**src/rtl/mips_ctrl_pkg.sv**
```systemverilog
// Shared encodings for the multicycle MIPS main control: opcodes, ALU/mux selects,
// FSM state encoding and the per-state control word.
package mips_ctrl_pkg;

    localparam logic [5:0] OP_RTYPE = 6'b000000;
    localparam logic [5:0] OP_LW    = 6'b100011;
    localparam logic [5:0] OP_SW    = 6'b101011;
    localparam logic [5:0] OP_BEQ   = 6'b000100;
    localparam logic [5:0] OP_ADDI  = 6'b001000;
    localparam logic [5:0] OP_J     = 6'b000010;

    localparam logic [1:0] ALUOP_ADD   = 2'b00;
    localparam logic [1:0] ALUOP_SUB   = 2'b10;
    localparam logic [1:0] ALUOP_FUNCT = 2'b01;

    localparam logic       SRCA_PC  = 1'b0;
    localparam logic       SRCA_REG = 1'b1;

    localparam logic [1:0] SRCB_REG     = 2'b00;
    localparam logic [1:0] SRCB_FOUR    = 2'b01;
    localparam logic [1:0] SRCB_IMM     = 2'b10;
    localparam logic [1:0] SRCB_IMM_SH2 = 2'b11;

    localparam logic [1:0] PCSRC_ALU    = 2'b00;
    localparam logic [1:0] PCSRC_ALUOUT = 2'b01;
    localparam logic [1:0] PCSRC_JUMP   = 2'b10;

    typedef enum logic [3:0] {
        ST_BOOT, ST_FETCH, ST_DECODE, ST_MEMADR, ST_MEMRD, ST_MEMWB, ST_MEMWR,
        ST_EXEC, ST_ALUWB, ST_BRANCH, ST_ADDIEX, ST_ADDIWB, ST_JUMP, ST_ILLEGAL,
        ST_TRAP
    } state_t;

    // Ungated control word; mem_ready gating is applied in the top.
    typedef struct packed {
        logic [1:0] alu_op;
        logic       alu_src_a;
        logic [1:0] alu_src_b;
        logic [1:0] pc_src;
        logic       i_or_d;
        logic       mem_read;
        logic       mem_write;
        logic       ir_write;
        logic       pc_write;
        logic       branch;
        logic       reg_dst;
        logic       mem_to_reg;
        logic       reg_write;
        logic       retire;
        logic       illegal;
    } ctrl_t;

    function automatic state_t decode_next(input logic [5:0] op);
        case (op)
            OP_RTYPE:     return ST_EXEC;
            OP_LW, OP_SW: return ST_MEMADR;
            OP_BEQ:       return ST_BRANCH;
            OP_ADDI:      return ST_ADDIEX;
            OP_J:         return ST_JUMP;
            default:      return ST_ILLEGAL;
        endcase
    endfunction

endpackage

```
**src/rtl/mips_ctrl_outdec.sv**
```systemverilog
// Combinational state -> control-word decode for the multicycle MIPS control FSM.
// ILLEGAL_TRAP_EN enables the illegal_instr flag in the TRAP state.
module mips_ctrl_outdec
    import mips_ctrl_pkg::*;
(
    input  state_t state,
    output ctrl_t  ctrl
);

    always_comb begin
        ctrl = '0;
        case (state)
            ST_FETCH: begin
                ctrl.mem_read  = 1'b1;
                ctrl.alu_src_a = SRCA_PC;
                ctrl.alu_src_b = SRCB_FOUR;
                ctrl.alu_op    = ALUOP_ADD;
                ctrl.pc_src    = PCSRC_ALU;
                ctrl.ir_write  = 1'b1;
                ctrl.pc_write  = 1'b1;
            end
            ST_DECODE: begin
                ctrl.alu_src_a = SRCA_PC;
                ctrl.alu_src_b = SRCB_IMM_SH2;
                ctrl.alu_op    = ALUOP_ADD;
            end
            ST_MEMADR, ST_ADDIEX: begin
                ctrl.alu_src_a = SRCA_REG;
                ctrl.alu_src_b = SRCB_IMM;
                ctrl.alu_op    = ALUOP_ADD;
            end
            ST_MEMRD: begin
                ctrl.mem_read = 1'b1;
                ctrl.i_or_d   = 1'b1;
            end
            ST_MEMWB: begin
                ctrl.reg_write  = 1'b1;
                ctrl.mem_to_reg = 1'b1;
                ctrl.retire     = 1'b1;
            end
            ST_MEMWR: begin
                ctrl.mem_write = 1'b1;
                ctrl.i_or_d    = 1'b1;
                ctrl.retire    = 1'b1;
            end
            ST_EXEC: begin
                ctrl.alu_src_a = SRCA_REG;
                ctrl.alu_src_b = SRCB_REG;
                ctrl.alu_op    = ALUOP_FUNCT;
            end
            ST_ALUWB: begin
                ctrl.reg_write = 1'b1;
                ctrl.reg_dst   = 1'b1;
                ctrl.retire    = 1'b1;
            end
            ST_BRANCH: begin
                ctrl.alu_src_a = SRCA_REG;
                ctrl.alu_src_b = SRCB_REG;
                ctrl.alu_op    = ALUOP_SUB;
                ctrl.pc_src    = PCSRC_ALUOUT;
                ctrl.branch    = 1'b1;
                ctrl.retire    = 1'b1;
            end
            ST_ADDIWB: begin
                ctrl.reg_write = 1'b1;
                ctrl.retire    = 1'b1;
            end
            ST_JUMP: begin
                ctrl.pc_src   = PCSRC_JUMP;
                ctrl.pc_write = 1'b1;
                ctrl.retire   = 1'b1;
            end
`ifdef ILLEGAL_TRAP_EN
            ST_TRAP: ctrl.illegal = 1'b1;
`endif
            default: ctrl = '0;
        endcase
    end

endmodule

```
**src/rtl/mips_multicycle_control.sv**
```systemverilog
// Main control FSM of the multicycle MIPS datapath with retired-instruction counter.
// Define ILLEGAL_TRAP_EN to make illegal opcodes lock the FSM in TRAP until reset.
module mips_multicycle_control
    import mips_ctrl_pkg::*;
#(
    parameter int CNT_W         = 32,
    parameter int MEM_HANDSHAKE = 1
) (
    input  logic             clk,
    input  logic             rst_n,
    input  logic [5:0]       opcode,
    input  logic             mem_ready,
    output logic [1:0]       alu_op,
    output logic             alu_src_a,
    output logic [1:0]       alu_src_b,
    output logic [1:0]       pc_src,
    output logic             i_or_d,
    output logic             mem_read,
    output logic             mem_write,
    output logic             ir_write,
    output logic             pc_write,
    output logic             branch,
    output logic             reg_dst,
    output logic             mem_to_reg,
    output logic             reg_write,
    output logic             instr_retired,
    output logic [CNT_W-1:0] instr_count,
    output logic             illegal_instr
);

    state_t           state_reg;
    logic [CNT_W-1:0] count_reg;
    ctrl_t            cw;
    logic             ready_eff;
    logic             retire;

    assign ready_eff = (MEM_HANDSHAKE != 0) ? mem_ready : 1'b1;

    mips_ctrl_outdec u_outdec (
        .state (state_reg),
        .ctrl  (cw)
    );

    // Only FETCH (IR/PC load) and MEMWR (retire) complete on the memory's ready cycle.
    assign retire        = cw.retire & ((state_reg != ST_MEMWR) | ready_eff);
    assign ir_write      = cw.ir_write & ready_eff;
    assign pc_write      = cw.pc_write & ((state_reg != ST_FETCH) | ready_eff);
    assign instr_retired = retire;

    assign alu_op        = cw.alu_op;
    assign alu_src_a     = cw.alu_src_a;
    assign alu_src_b     = cw.alu_src_b;
    assign pc_src        = cw.pc_src;
    assign i_or_d        = cw.i_or_d;
    assign mem_read      = cw.mem_read;
    assign mem_write     = cw.mem_write;
    assign branch        = cw.branch;
    assign reg_dst       = cw.reg_dst;
    assign mem_to_reg    = cw.mem_to_reg;
    assign reg_write     = cw.reg_write;
    assign illegal_instr = cw.illegal;
    assign instr_count   = count_reg;

    always_ff @(posedge clk or negedge rst_n) begin
        if (!rst_n) begin
            state_reg <= ST_BOOT;
            count_reg <= '0;
        end else begin
            if (retire)
                count_reg <= count_reg + CNT_W'(1);
            case (state_reg)
                ST_BOOT:    state_reg <= ST_FETCH;
                ST_FETCH:   if (ready_eff) state_reg <= ST_DECODE;
                ST_DECODE:  state_reg <= decode_next(opcode);
                ST_MEMADR:  state_reg <= (opcode == OP_SW) ? ST_MEMWR : ST_MEMRD;
                ST_MEMRD:   if (ready_eff) state_reg <= ST_MEMWB;
                ST_MEMWR:   if (ready_eff) state_reg <= ST_FETCH;
                ST_EXEC:    state_reg <= ST_ALUWB;
                ST_ADDIEX:  state_reg <= ST_ADDIWB;
                ST_MEMWB, ST_ALUWB, ST_ADDIWB, ST_BRANCH, ST_JUMP:
                            state_reg <= ST_FETCH;
`ifdef ILLEGAL_TRAP_EN
                ST_ILLEGAL: state_reg <= ST_TRAP;
`else
                ST_ILLEGAL: state_reg <= ST_FETCH;
`endif
                ST_TRAP:    state_reg <= ST_TRAP;
                default:    state_reg <= ST_BOOT;
            endcase
        end
    end

endmodule

```
**config.mk**
```make
export PLATFORM = sky130hd
export DESIGN_NAME = mips_multicycle_control
export DESIGN_NICKNAME = d
export VERILOG_FILES = /design/src/rtl/mips_ctrl_pkg.sv /design/src/rtl/mips_ctrl_outdec.sv /design/src/rtl/mips_multicycle_control.sv
export SDC_FILE = /design/constraint.sdc
export NUM_CORES = 1
export LEC_CHECK = 0
export ABC_AREA = 0
export CORE_MARGIN = 2
export CORE_UTILIZATION = 45
export DETAILED_ROUTE_END_ITERATION = 7
export GPL_ROUTABILITY_DRIVEN = 0
export GPL_TIMING_DRIVEN = 0
export MAX_ROUTING_LAYER = met4
export PLACE_DENSITY = 0.76
export SETUP_SLACK_MARGIN = 0.1
export SYNTH_ARGS = -nofsm -noshare
export SYNTH_HDL_FRONTEND = slang
export SYNTH_SLANG_ARGS = --single-unit
```
**constraint.sdc**
```tcl
create_clock -name clk -period 3.3 [get_ports clk]
set_clock_uncertainty 0.1 [all_clocks]
set_input_delay 0.66 -clock clk [delete_from_list [all_inputs] [get_ports clk]]
set_output_delay 0.66 -clock clk [all_outputs]
set_load 0.01 [all_outputs]
```
==> metrics.md, run 1 <==
| Metric | Value |
|---|---|
| Worst path slowest cell | `clkdlybuf4s50_1` |
| Min cycle time layout | `3.20 ns` |
| Synth area leader | `dfrtp_1` |
| Fmax | `0.313 GHz` |
| P&R area growth vs syn | `32.8%` |
| MaxCap Viol Count | `0` |
| Worst skew pair latency | `0.28 ns` |
| Slew HR | `47.2%` |
| Syn_area_per_cell | `10.1 um2` |
| Switching Fraction | `41.4%` |
| Synth warn | `0` |
| Hold_buf cts | `0` |
| Clk pin slew, worst setup/hold paths | `0.07 ns` |
| Cell variety after synth | `53` |
| Top cells by area, synth | `dfrtp_1 39%, xnor2_1 7.7%, a2111oi_2 7.2%` |
| DRC errors left | `0` |
| Global-route wire length before repair | `9160 um` |
| DRT Pass-1 Iters | `4` |
| Final hold vios | `0` |
| Ys flop type | `dfrtp_1` |
| Setup TNS | `0 ns` |
| Die area | `5660 um2` |
| Netlist Area Pre-Place | `between 2000 and 2500 um2` |
| Max incr delay on CP | `0.56 ns` |
| Synth top area share | `around two fifths` |
| Finished Cell Area | `3030 um2` |
| Combinational share of power | `52.3%` |
| Remaining global-route overflow | `0` |
| Worst vdd ir | `around 0.00034 V` |
| Core Region | `4820 um2` |
| Root Buffer | `clkbuf_8` |
| Clock share of power | `16.7%` |
| WP data arrival | `2.44 ns` |
| Port Buf Inserts | `57` |
| Critical Path Fanout Max | `10` |
| Synth async-reset ratio | `between 90% and 100%` |
| Most frequent cells in the layout | `56 x clkdlybuf4s50_1, 36 x dfrtp_1, 20 x xnor2_1, 14 x xor2_1` |
| Total track usage | `a little over a fifth` |
| Switch Pwr | `0.730 mW` |
| Detailed placement HPWL | `around 3900 um` |
| Worst-case clock buffer depth | `2` |
| Buf+Inv Stages, Crit Path | `3` |
| Fraction of final layout cells sized beyond drive strength 1 | `11.3%` |
| Via density | `approximately 5.7` |
| Sequential area share after synthesis | `39.5%` |
| Synthesized instance count | `227` |
| Chip width | `between 70 and 80 um` |
| Synthesized flop and latch total | `36` |
| Power per cell area | `about 580 nW/um2` |
| Pin count of the biggest net entering global routing | `37` |
| Num CTS Buffers | `5` |
| Flop pwr share | `30.9%` |
| Setup Crit Path Kind | `in -> out` |
| Worst min path class | `in -> async` |
| CP startpoint kind | `primary input` |
| Initial antenna violation count | `0` |
| WP data required | `~2.5 ns` |
| Mapped Nets | `237` |
| Worst path top cell family by delay | `buffers and inverters` |
| Max reg flops | `32` |
| RSZ-0062 raised after global routing | `true` |
| Placed Instance Area | `about 2900 um2` |
| Boundary Pins | `59` |
| Ant. Diodes | `0` |
| Final WS setup | `0.103 ns` |
| Nets | `302` |
| Drt wl/cell | `approximately 15 um` |
| Initial Util | `a little under half` |
| H-tree depth | `2` |
| Commonest non-fill, non-tap cell in the layout | `clkdlybuf4s50_1` |
| Worst path cell trace | `clkdlybuf4s50_1 > nand4b_1 > a21o_1 > buf_4 > nand2_1 > clkdlybuf4s50_1` |
| Worst Tran Pin Value | `between 0.7 and 0.8 ns` |
| Die Y | `75.2 um` |
| Pint | `slightly above 1 mW` |
| Period Utilization, post-route | `96.9%` |
| CTS tree | `built` |
| Clock sink count | `36` |
| Post-synth EDFFs | `0` |
| Final slew viol count | `0` |
| # rows | `25` |
| DR iter-0 viols | `145` |
| Number of global-route vias before repair | `1,918` |
| Routed vias | `between 2,000 and 2,500` |
| Post-Route WL | `approximately 5500 um` |
| Cell mode on critical path | `clkdlybuf4s50_1` |
| DRT antenna net count | `0` |
| Outcome | `completed` |
| CP endpoint kind | `primary output` |
| Dpl ws | `-0.00411 ns` |
| Setup violators final | `0` |
| Pleak | `1.05 nW` |
==> layout make-up <==
type / count / area, um2
Buffer: 20 / 98.8
Clock buffer: 6 / 72.6
Clock inverter: 1 / 5.00
Fill cell: 446 / 1780
Inverter: 4 / 15.0
Multi-Input combinational cell: 167 / 1280
Sequential cell: 36 / 901
Tap cell: 67 / 83.8
Timing Repair Buffer: 58 / 573
==> power groups by stage <==
stage	clock network [mW]	logic, mW	registers (mW)
detailed placement	0	0.901	0.554
global route	0.321	0.996	0.556
finish	0.295	0.922	0.545
CTS	0.298	0.914	0.545
floorplan	0	0.539	0.559
global placement	0	0.886	0.553
==> path summary, 6_finish.rpt <==
| path | startpoint | endpoint | slack [ns] | cells after the start |
|---|---|---|---|---|
| worst min-delay path | rst_n | instr_count[27]$_DFFE_PN0P_ | 0.35 | 1 |
| worst max-delay path | mem_ready | instr_retired | 0.10 | 6 |
| worst max register to register | state_reg[3]$_DFFE_PN0P_ | instr_count[9]$_DFFE_PN0P_ | 0.84 | 6 |
| min in group clk | instr_count[31]$_DFFE_PN0P_ | instr_count[31]$_DFFE_PN0P_ | 0.37 | 1 |
| worst min register to register | instr_count[31]$_DFFE_PN0P_ | instr_count[31]$_DFFE_PN0P_ | 0.37 | 1 |
| max in group asynchronous | rst_n | instr_count[6]$_DFFE_PN0P_ | 2.25 | 1 |
==> per-stage QoR <==
stage / power [mW] / hold WS [ns] / util, % / std cells
5_1_grt: 1.87 / 0.409 / 63.0 / 359
6_report: 1.76 / 0.354 / 63.0 / 359
3_5_place_dp: 1.45 / 0.366 / 60.9 / 351
3_3_place_gp: 1.44 / 0.357 / 61.0 / 351
4_1_cts: 1.76 / 0.375 / 62.8 / 359
2_1_floorplan: 1.10 / 0.264 / - / 227
==> worst reg2reg max path: stages, from the launching register on <==
cell,delay [ns]
dfrtp_1,0.38
buf_1,0.20
nand4b_1,0.24
a21oi_1,0.66
clkbuf_1,0.42
o2111ai_1,0.19
xnor2_1,0.17
==> what timing repair did <==
item                       in CTS  in global routing
setup endpoints to repair       1                  2
setup buffers                   1                  0
gates resized for setup         2                  5
pin swaps                       1                  0
==> cells by family after synthesis <==
| logic type | synth area share [%] |
|---|---|
| compound gates | 22.2 |
| xor+xnor | 13.0 |
| fa+ha+maj | 0.548 |
| buf+inv | 4.71 |
| flops | 39.5 |
| mux | 0.986 |
| other cells | 0.164 |
| simple gates | 18.9 |
==> layer usage <==
metal | GRT usage, % | part of all wire [%]
met4 | 5.65 | 0.93
met2 | 32.5 | 48
met3 | 4.42 | 5.2
met1 | 30.1 | 46
met5 | - | 0
==> cell usage after synthesis (5+ instances only) <==
library cell	n
and2_1	6
a2111oi_2	11
xor2_1	14
and3_1	7
o2111ai_1	11
xnor2_1	20
nor2_1	12
dfrtp_1	36
nand3_1	7
o211ai_1	7
nand2_1	11
clkbuf_1	13
nand2b_1	7
nand4_1	5
(Power assumes the default switching activity.)
==> run 2: changes to the inputs <==
--- a/config.mk
+++ b/config.mk
@@ -6,13 +6,15 @@
 export NUM_CORES = 1
 export LEC_CHECK = 0
 export ABC_AREA = 0
+export CELL_PAD_IN_SITES_DETAIL_PLACEMENT = 0
+export CELL_PAD_IN_SITES_GLOBAL_PLACEMENT = 1
 export CORE_MARGIN = 2
-export CORE_UTILIZATION = 45
+export CORE_UTILIZATION = 40
 export DETAILED_ROUTE_END_ITERATION = 7
 export GPL_ROUTABILITY_DRIVEN = 0
 export GPL_TIMING_DRIVEN = 0
 export MAX_ROUTING_LAYER = met4
-export PLACE_DENSITY = 0.76
+export PLACE_DENSITY = 0.86
 export SETUP_SLACK_MARGIN = 0.1
 export SYNTH_ARGS = -nofsm -noshare
 export SYNTH_HDL_FRONTEND = slang
==> run 2 against run 1 <==
  * Routed wire length rose by 1.0%
  * Register-to-register slack barely moved
  * Utilization fell by 7.1 points
  * Largest power group unchanged
==> metrics.md, run 2 (synthesis gave the netlist of run 1 again) <==
| Metric | Value |
|---|---|
| Outcome | `completed` |
| R2r worst-path depth | `7` |
| Setup violators final | `0` |
| Initial antenna violation count | `0` |
| Dpl ws | `-0.0354 ns` |
| Cell mode on critical path | `clkdlybuf4s50_1` |
| Worst path slowest cell | `clkdlybuf4s50_1` |
| Layout filler cell count | `519` |
| Total track usage | `18.7%` |
| Root Buffer | `clkbuf_8` |
| Final slew viol count | `0` |
| Detailed placement HPWL | `3910 um` |
| WP data arrival | `~2.4 ns` |
| Worst skew pair latency | `0.28 ns` |
| Hold slack | `approximately 0.36 ns` |
| Min cycle time layout | `just over 3 ns` |
| Worst Tran Pin Value | `0.792 ns` |
| CP startpoint kind | `primary input` |
| DRT antenna net count | `0` |
| Max incr delay on CP | `0.54 ns` |
| Die area | `~6300 um2` |
| Ant. Diodes | `0` |
| Hold_buf cts | `0` |
| Worst Setup SP | `mem_ready` |
| Stages on worst setup path | `5` |
| R2r setup slk | `0.85 ns` |
| Core Region | `5510 um2` |
| Final Power | `~1.8 mW` |
| Clock sink count | `36` |
| Placed cell count | `356` |
| DR iter-0 viols | `161` |
| Worst-case clock buffer depth | `2` |
| Fmax | `0.321 GHz` |
| Port Buf Inserts | `57` |
| Setup Crit Path Kind | `in -> out` |
| Worst min path class | `in -> async` |
| Worst vdd ir | `0.000369 V` |
| Slew HR | `47.2%` |
| Post-Route WL | `5570 um` |
| RSZ-0062 raised after global routing | `false` |
| Die Y | `79.6 um` |
| Chip width | `roughly 80 um` |
| Setup TNS | `0 ns` |
| Num CTS Buffers | `5` |
| WP data required | `2.54 ns` |
| Crit Reg-Reg Endpoint | `instr_count[7]$_DFFE_PN0P_` |
| Pleak | `1.08 nW` |
| Global-route wire length before repair | `9090 um` |
| Most frequent cells in the layout | `55 x clkdlybuf4s50_1, 36 x dfrtp_1, 20 x xnor2_1, 14 x xor2_1, 13 x clkbuf_1` |
| Worst path cell trace | `clkdlybuf4s50_1 > inv_1 > nor4_1 > or2_2 > clkdlybuf4s50_1` |
| Via density | `5.49` |
| Buf+Inv Stages, Crit Path | `3` |
| Nets | `roughly 300` |
| Final std cells w/o fill | `around 370` |
| Max reg flops | `32` |
| P&R area growth vs syn | `34.6%` |
| Drt wl/cell | `15.3 um` |
| CP endpoint kind | `primary output` |
| Commonest non-fill, non-tap cell in the layout | `clkdlybuf4s50_1` |
| DRC errors left | `0` |
| Pin count of the biggest net entering global routing | `37` |
| Critical Path Fanout Max | `5` |
| Register Area | `901 um2` |
| Reg2Reg Launch Point | `state_reg[3]$_DFFE_PN0P_` |
| Initial Util | `41.5%` |
| MaxCap Viol Count | `0` |
| CTS tree | `built` |
| Worst setup path endpoint | `pc_write` |
| DRT Pass-1 Iters | `5` |
| Power per cell area | `602 nW/um2` |
| # rows | `27` |
| Period Utilization, post-route | `94.5%` |
| Final WS setup | `0.183 ns` |
| Routed vias | `around 2,000` |
| Remaining global-route overflow | `0` |
| Multi-input logic area | `1290 um2` |
| Fraction of final layout cells sized beyond drive strength 1 | `11.9%` |
| Worst path top cell family by delay | `buffers and inverters` |
| H-tree depth | `2` |
| Number of global-route vias before repair | `1,919` |
| Final hold vios | `0` |
| Clk pin slew, worst setup/hold paths | `0.07 ns` |
| Boundary Pins | `59` |
-- run 2: cell types whose count changed in the layout (fill, tap and decap cells not counted), sizes merged --
cell	delta
buf	-1
bufinv	+1
clkbuf	+1
clkdlybuf4s50	-1
dlymetal6s2s	+1
-- run 2: per-layer routing --
layer  GRT usage (%)  vias to the layer above  part of all wire (%)
met5               -                        -                     0
met4            4.14                        0                  0.61
met3            3.39                        4                   3.9
met2            29.2                       59                    48
met1            25.6                      964                    47
li1                -                      978                     -
-- run 2: worst min-delay path by stage --
stage / from / end / slack (ns)
5_1_grt: instr_count[31]$_DFFE_PN0P_ / instr_count[31]$_DFFE_PN0P_ / 0.39
6_report: rst_n / instr_count[23]$_DFFE_PN0P_ / 0.36
2_1_floorplan: rst_n / instr_count[0]$_DFFE_PN0P_ / 0.26
4_1_cts: instr_count[31]$_DFFE_PN0P_ / instr_count[31]$_DFFE_PN0P_ / 0.37
3_3_place_gp: instr_count[31]$_DFFE_PN0P_ / instr_count[31]$_DFFE_PN0P_ / 0.36
3_5_place_dp: instr_count[31]$_DFFE_PN0P_ / instr_count[31]$_DFFE_PN0P_ / 0.36
-- run 2: area by class of cell --
cell class	instances	share of cell area, %
clock buffer	6	2.36
buffer	20	3.22
clock inverter	2	1.14
multi-input combinational	167	41.8
inverter	4	0.488
timing repair buffer	58	18.7
sequential	36	29.3
tap	72	2.93
-- run 2: timing repair --
item                                    4_1_cts  5_1_grt
pin swaps                                     1        0
endpoints found under the hold margin         0        0
buffers inserted                              1        0
endpoints found under the setup margin        1        2
gates cloned                                  0        0
gates resized for setup                       3        5
-- run 2: metrics by stage --
stage | util, % | cell area (um2)
after floorplan | - | 2280
after global placement | 53.5 | 2940
after detailed placement | 53.4 | 2940
after CTS | 55.6 | 3060
after global routing | 55.8 | 3070
final | 55.8 | 3070
-- run 2: power by group --
part / leakage, nW / total [mW] / switching, mW / internal, mW
clock: 0.0552 / 0.380 / 0.156 / 0.224
sequential: 0.425 / 0.547 / 0.0538 / 0.493
combinational: 0.603 / 0.922 / 0.527 / 0.396
total: 1.08 / 1.85 / 0.737 / 1.11
